$ cat src/rtl/nibble_packer_4in_pkg.sv
// nibble_packer_4in_pkg: shared widths and state encoding for the nibble packer.
package nibble_packer_4in_pkg;
  localparam int NIB_W = 4;
  localparam int NIB_CNT = 4;
  localparam int WORD_W = 16;
  localparam int CNT_W = $clog2(NIB_CNT);
  typedef enum logic {
    COLLECT = 1'b0,
    FULL    = 1'b1
  } state_t;
endpackage

$ cat src/rtl/nibble_packer_4in_if.sv
// nibble_packer_4in_if: nibble-in / word-out handshake bundle; FLUSH exists only with PACKER_FLUSH_EN.
interface nibble_packer_4in_if;
  import nibble_packer_4in_pkg::*;
  logic [NIB_W-1:0] NIB_IN;
  logic NIB_VALID;
  logic NIB_READY;
  logic [WORD_W-1:0] NIBBLES;
  logic NIBBLES_VALID;
  logic NIBBLES_READY;
  logic [7:0] WORD_CNT;
`ifdef PACKER_FLUSH_EN
  logic FLUSH;
  modport master (output NIB_IN, NIB_VALID, NIBBLES_READY, FLUSH,
                  input NIB_READY, NIBBLES, NIBBLES_VALID, WORD_CNT);
  modport slave (input NIB_IN, NIB_VALID, NIBBLES_READY, FLUSH,
                 output NIB_READY, NIBBLES, NIBBLES_VALID, WORD_CNT);
`else
  modport master (output NIB_IN, NIB_VALID, NIBBLES_READY,
                  input NIB_READY, NIBBLES, NIBBLES_VALID, WORD_CNT);
  modport slave (input NIB_IN, NIB_VALID, NIBBLES_READY,
                 output NIB_READY, NIBBLES, NIBBLES_VALID, WORD_CNT);
`endif
endinterface

$ cat src/rtl/nibble_slot_counter.sv
// nibble_slot_counter: 2-bit slot index with clear, load-1 and increment (priority in that order).
module nibble_slot_counter
  import nibble_packer_4in_pkg::*;
(
  input  logic             CLK,
  input  logic             RESET_L,
  input  logic             clr,
  input  logic             ld1,
  input  logic             inc,
  output logic [CNT_W-1:0] cnt
);
  always_ff @(posedge CLK or negedge RESET_L)
    if (!RESET_L) cnt <= '0;
    else cnt <= clr ? '0 : ld1 ? CNT_W'(1) : inc ? cnt + 1'b1 : cnt;
endmodule

$ cat src/rtl/nibble_packer_4in.sv
// nibble_packer_4in: packs four serial nibbles into a 16-bit word, LSB slot first.
// Optional PACKER_FLUSH_EN adds FLUSH to emit a partial word padded with PAD_NIBBLE.
module nibble_packer_4in
  import nibble_packer_4in_pkg::*;
#(
  parameter logic [NIB_W-1:0] PAD_NIBBLE = 4'h0
) (
  input logic                CLK,
  input logic                RESET_L,
  nibble_packer_4in_if.slave bus
);
  localparam logic [WORD_W-1:0] PAD_WORD = {NIB_CNT{PAD_NIBBLE}};
  state_t state, state_nxt;
  logic [CNT_W-1:0] cnt;
  logic [WORD_W-1:0] part_q, pack, word_q;
  logic [7:0] word_cnt_q;
  logic acc, hs, emit, flush_ok;
`ifdef PACKER_FLUSH_EN
  assign flush_ok = bus.FLUSH && cnt != '0;
`else
  assign flush_ok = 1'b0;
`endif
  assign bus.NIBBLES_VALID = state == FULL;
  assign bus.NIB_READY = ~bus.NIBBLES_VALID | bus.NIBBLES_READY;
  assign bus.NIBBLES = word_q;
  assign bus.WORD_CNT = word_cnt_q;
  // part_q starts pre-padded so a flushed partial word needs no extra fill logic
  always_comb begin
    acc = bus.NIB_VALID & bus.NIB_READY;
    hs = bus.NIBBLES_VALID & bus.NIBBLES_READY;
    pack = part_q;
    if (acc) pack[{cnt, 2'b00} +: NIB_W] = bus.NIB_IN;
    emit = state == COLLECT && ((acc && cnt == CNT_W'(NIB_CNT - 1)) || flush_ok);
    state_nxt = emit ? FULL : hs ? COLLECT : state;
  end
  always_ff @(posedge CLK or negedge RESET_L)
    if (!RESET_L) state <= COLLECT;
    else state <= state_nxt;
  always_ff @(posedge CLK or negedge RESET_L)
    if (!RESET_L) begin
      part_q <= PAD_WORD;
      word_q <= '0;
      word_cnt_q <= '0;
    end else begin
      part_q <= emit ? PAD_WORD : pack;
      word_q <= emit ? pack : word_q;
      word_cnt_q <= word_cnt_q + 8'(hs);
    end
  nibble_slot_counter u_cnt (
    .CLK    (CLK),
    .RESET_L(RESET_L),
    .clr    (emit | (hs & ~acc)),
    .ld1    (hs & acc),
    .inc    (acc),
    .cnt    (cnt)
  );
endmodule
$ cat src/flat_wrapper.sv
// flat-port wrapper written by rule: the top's interface ports become plain ports
module nibble_packer_4in_flat import nibble_packer_4in_pkg::*;
#(
  parameter logic [NIB_W-1:0] PAD_NIBBLE = 4'h0
)
  (CLK, RESET_L, bus_NIB_IN, bus_NIB_VALID, bus_NIBBLES_READY, bus_NIB_READY, bus_NIBBLES, bus_NIBBLES_VALID, bus_WORD_CNT);
  nibble_packer_4in_if bus_i ();
  input logic CLK;
  input logic RESET_L;
  input wire logic [$bits(bus_i.NIB_IN)-1:0] bus_NIB_IN;
  input wire logic [$bits(bus_i.NIB_VALID)-1:0] bus_NIB_VALID;
  input wire logic [$bits(bus_i.NIBBLES_READY)-1:0] bus_NIBBLES_READY;
  output wire logic [$bits(bus_i.NIB_READY)-1:0] bus_NIB_READY;
  output wire logic [$bits(bus_i.NIBBLES)-1:0] bus_NIBBLES;
  output wire logic [$bits(bus_i.NIBBLES_VALID)-1:0] bus_NIBBLES_VALID;
  output wire logic [$bits(bus_i.WORD_CNT)-1:0] bus_WORD_CNT;
  assign bus_i.NIB_IN = bus_NIB_IN;
  assign bus_i.NIB_VALID = bus_NIB_VALID;
  assign bus_i.NIBBLES_READY = bus_NIBBLES_READY;
  assign bus_NIB_READY = bus_i.NIB_READY;
  assign bus_NIBBLES = bus_i.NIBBLES;
  assign bus_NIBBLES_VALID = bus_i.NIBBLES_VALID;
  assign bus_WORD_CNT = bus_i.WORD_CNT;
  nibble_packer_4in #(.PAD_NIBBLE(PAD_NIBBLE)) u_core (.CLK(CLK), .RESET_L(RESET_L), .bus(bus_i));
endmodule
$ cat config.mk
export PLATFORM = sky130hd
export DESIGN_NAME = nibble_packer_4in_flat
export DESIGN_NICKNAME = d
export VERILOG_FILES = /design/src/rtl/nibble_packer_4in_pkg.sv /design/src/rtl/nibble_packer_4in_if.sv /design/src/rtl/nibble_slot_counter.sv /design/src/rtl/nibble_packer_4in.sv /design/src/flat_wrapper.sv
export SDC_FILE = /design/constraint.sdc
export NUM_CORES = 1
export LEC_CHECK = 0
export CAP_MARGIN = 0
export CORE_UTILIZATION = 51
export DETAILED_ROUTE_END_ITERATION = 10
export HOLD_SLACK_MARGIN = 0.08
export PLACE_DENSITY = 0.77
export SKIP_LAST_GASP = 1
export SYNTH_ARGS = -nofsm -noshare
export SYNTH_HDL_FRONTEND = slang
export SYNTH_SLANG_ARGS = --single-unit
$ cat constraint.sdc
create_clock -name CLK -period 1.8 [get_ports CLK]
set_input_delay 0.36 -clock CLK [delete_from_list [all_inputs] [get_ports CLK]]
set_output_delay 0.36 -clock CLK [all_outputs]
set_load 0.01 [all_outputs]
==> impl_metrics.tcl, run 1 <==
set metrics [dict create \
    antenna_found_initial 0 \
    dpl_worst_slack_ns -0.206 \
    p_per_area_nw_per_um2 1380 \
    period_share_pct 94.3 \
    hold_viol 0 \
    finalNetCount 224 \
    hpwlAfterDp_um 2640 \
    cts_htree_levels 2 \
    ys_top_cells_by_count "dfrtp_1 (39), nand4_1 (17), a21oi_1 (13)" \
    fp-row-count 21 \
    drtIter0Drc 116 \
    root_buffer "clkbuf_4" \
    diodes 0 \
    io_buffers 33 \
    p_clk_share_pct 12.2 \
    antenna_left 0 \
    path_clk_slew_ns 0.09 \
    synth_edf_count 0 \
    startpoint_type "input pin" \
    drv_slew 0 \
    die_x_um 61.3 \
    dr.pass1.iters 4 \
    syn-mean-instance-area_sq_um 10.9 \
    path_class "input pin to primary output" \
    core_region_area_sq_um 3340 \
    place_inst 247 \
    syn_to_final_growth_pct 27.0 \
    setup_tns_ns 0 \
    synth-seq-area-share_pct 54.5 \
    multi_input_area_sq_um 752 \
    yosys.area.top_type "dfrtp_1" \
    setup_slack_ns 0.102 \
    die_area_sq_um 3750 \
    clock_path_buffers 2 \
    clock-sinks 39 \
    synth_top_area_share_pct 54.5 \
    layout-drive-gt1-share_pct 11.5 \
    cts_buffers 5 \
    grt_usage_pct 21.5 \
    fin_cells 254 \
    ir_drop_mv 0.713 \
    comb_power_share_pct 46.1 \
    insertion_delay_ns 0.33 \
    yosysMostFrequentCell "dfrtp_1" \
    cts_tree "yes" \
    cp_max_fo 2 \
    setup_viol 0 \
    fin_crit_ns 1.70 \
    grt_max_degree 40 \
    wl_um 3490 \
    register_area_sq_um 977 \
    p_switching_uw 1110 \
    finalPower_uw 3150 \
    place_congestion 0.749 \
    p_leak_uw 0.000987 \
    post-route-util_pct 68.1 \
    synth_nets 180 \
    maxCapViolations 0 \
    crit_required_ns 1.44 \
    ys.flop_type "dfrtp_1" \
    pwr-share-seq_pct 41.7 \
    netlist_instances 165 \
    hold_class "flip-flop to flip-flop" \
    swShare_pct 35.2 \
    fill_cells 271 \
    drc 0 \
    cts_setup_buffers 0 \
    die-height_um 61.3 \
    finClkSkew_ns 0.00674 \
    timing.fmax_mhz 589 \
    grt_overflow 0 \
    ys_ff_latch 39 \
    worstPathArrival_ns 1.34 \
    syn_area_sq_um 1790 \
    tightestPinTransition_ns 0.294 \
    yosys-top-cells-area "dfrtp_1 (55%), nand4_1 (5.9%), ha_1 (4.9%)" \
    run_status "finished, final reports clean" \
    endpoint_kind "primary output" \
    internal-power_uw 2040 \
    initial_core_util_pct 53.7 \
    io_pins 34 \
    grt_pass1_vias 1296 \
    wl_per_cell_um 13.7 \
    grt_pass1_wl_um 5760 \
    rsz0062_at_grt "false" \
    ys_warn_count 0 \
    ys_types 33 \
    dr_total_vias 1385 \
    slew_headroom_pct 80.3 \
    via_per_inst 5.45 \
    async_reset_ff_share_pct 100 \
]
## logic make-up after synthesis
| logic type | share of synthesized area (%) |
|---|---|
| and+or+nand+nor | 20.4 |
| AOI/OAI and AO/OA | 13.1 |
| adders and majority gates | 4.89 |
| buffers and inverters | 3.63 |
| muxes | 0.559 |
| DFF | 54.5 |
| xor gates and xnor gates | 2.93 |
## area by class of cell
| cell class | instances | area share [%] |
|---|---|---|
| clock buffers | 6 | 1.82 |
| inverters | 3 | 0.715 |
| multi-input cells | 115 | 33.1 |
| flip-flops and latches | 39 | 43.0 |
| well taps | 46 | 2.53 |
| repair buffers | 45 | 18.9 |
## power by group through the flow
stage	Clock, uW	Sequential [uW]	Combinational (uW)
global route	436	1340	1610
detailed placement	0	1340	1450
CTS	400	1320	1450
global placement	0	1320	1410
floorplan	0	1420	744
finish	383	1310	1450
## through the flow
stage          hold WS, ns  area, sq um
5_1_grt              0.507         2270
2_1_floorplan       0.0644         1790
3_5_place_dp         0.339         2220
4_1_cts              0.482         2270
6_report             0.481         2270
3_3_place_gp         0.339         2220
## path summary, 6_finish.rpt
path / startpoint / end / slack, ns / depth (start not counted)
hold reg to reg: u_core.bus.WORD_CNT[7] / u_core.bus.WORD_CNT[7] / 0.48 / 1
setup reg to reg: u_core.u_cnt.cnt[1] / u_core.bus.NIBBLES[10] / 0.18 / 5
hold / removal: u_core.bus.WORD_CNT[7] / u_core.bus.WORD_CNT[7] / 0.48 / 1
max in group asynchronous: RESET_L / u_core.bus.NIBBLES_VALID / 1.08 / 3
setup / recovery: bus_NIBBLES_READY / bus_NIB_READY / 0.10 / 4
min in group asynchronous: RESET_L / u_core.bus.WORD_CNT[7] / 0.52 / 3
## per-layer routing
| layer | share of wire [%] | track usage (%) | vias up |
|---|---|---|---|
| met5 | 0 | 0 | - |
| met1 | 43 | 27.7 | 658 |
| met4 | 1.4 | 9.42 | 0 |
| met2 | 51 | 34.6 | 34 |
| li1 | - | - | 687 |
| met3 | 4.2 | 5.25 | 6 |
## layout by cell type (no fill, tap or decap), types with 2 or more instances in the layout
cell / netlist / layout
dfrtp_1: 39 / 38
clkdlybuf4s50_1: 0 / 31
nand4_1: 17 / 17
a21oi_1: 13 / 13
o21ai_1: 12 / 12
nor2_1: 12 / 12
a31oi_1: 12 / 12
buf_4: 1 / 10
nand2_1: 9 / 9
ha_1: 7 / 6
clkbuf_4: 0 / 5
xnor2_1: 4 / 4
and2_1: 4 / 4
o21ai_0: 4 / 4
nand3_1: 2 / 2
xor2_1: 2 / 2
inv_1: 2 / 2
nor4b_4: 2 / 2
and3b_1: 2 / 2
nand3b_1: 2 / 2
## worst max-delay path, cell delays in order
cell,delay (ns)
clkdlybuf4s50_1,0.41
and2b_4,0.28
inv_6,0.03
dlygate4sd2_1,0.27
## timing repair
action	CTS	global route
setup endpoints to repair	1	1
gates resized for setup	2	1
endpoints found under the hold margin	39	0
hold buffers	1	0
## state kept, by name, summed over array words and instances, names as in the netlist
signal and cells:
u_core.bus.NIBBLES 16, u_core.bus.NIBBLES_VALID 1, u_core.bus.WORD_CNT 8, u_core.part_q 12
u_core.u_cnt.cnt 2
No activity file was read; power rests on OpenSTA's default activity.
==> inputs of run 2 (changes only) <==
- CTS_CLUSTER_DIAMETER: unset -> 80
==> results of run 2 <==
The final DEF is identical to that of run 1; final timing and power are the same.
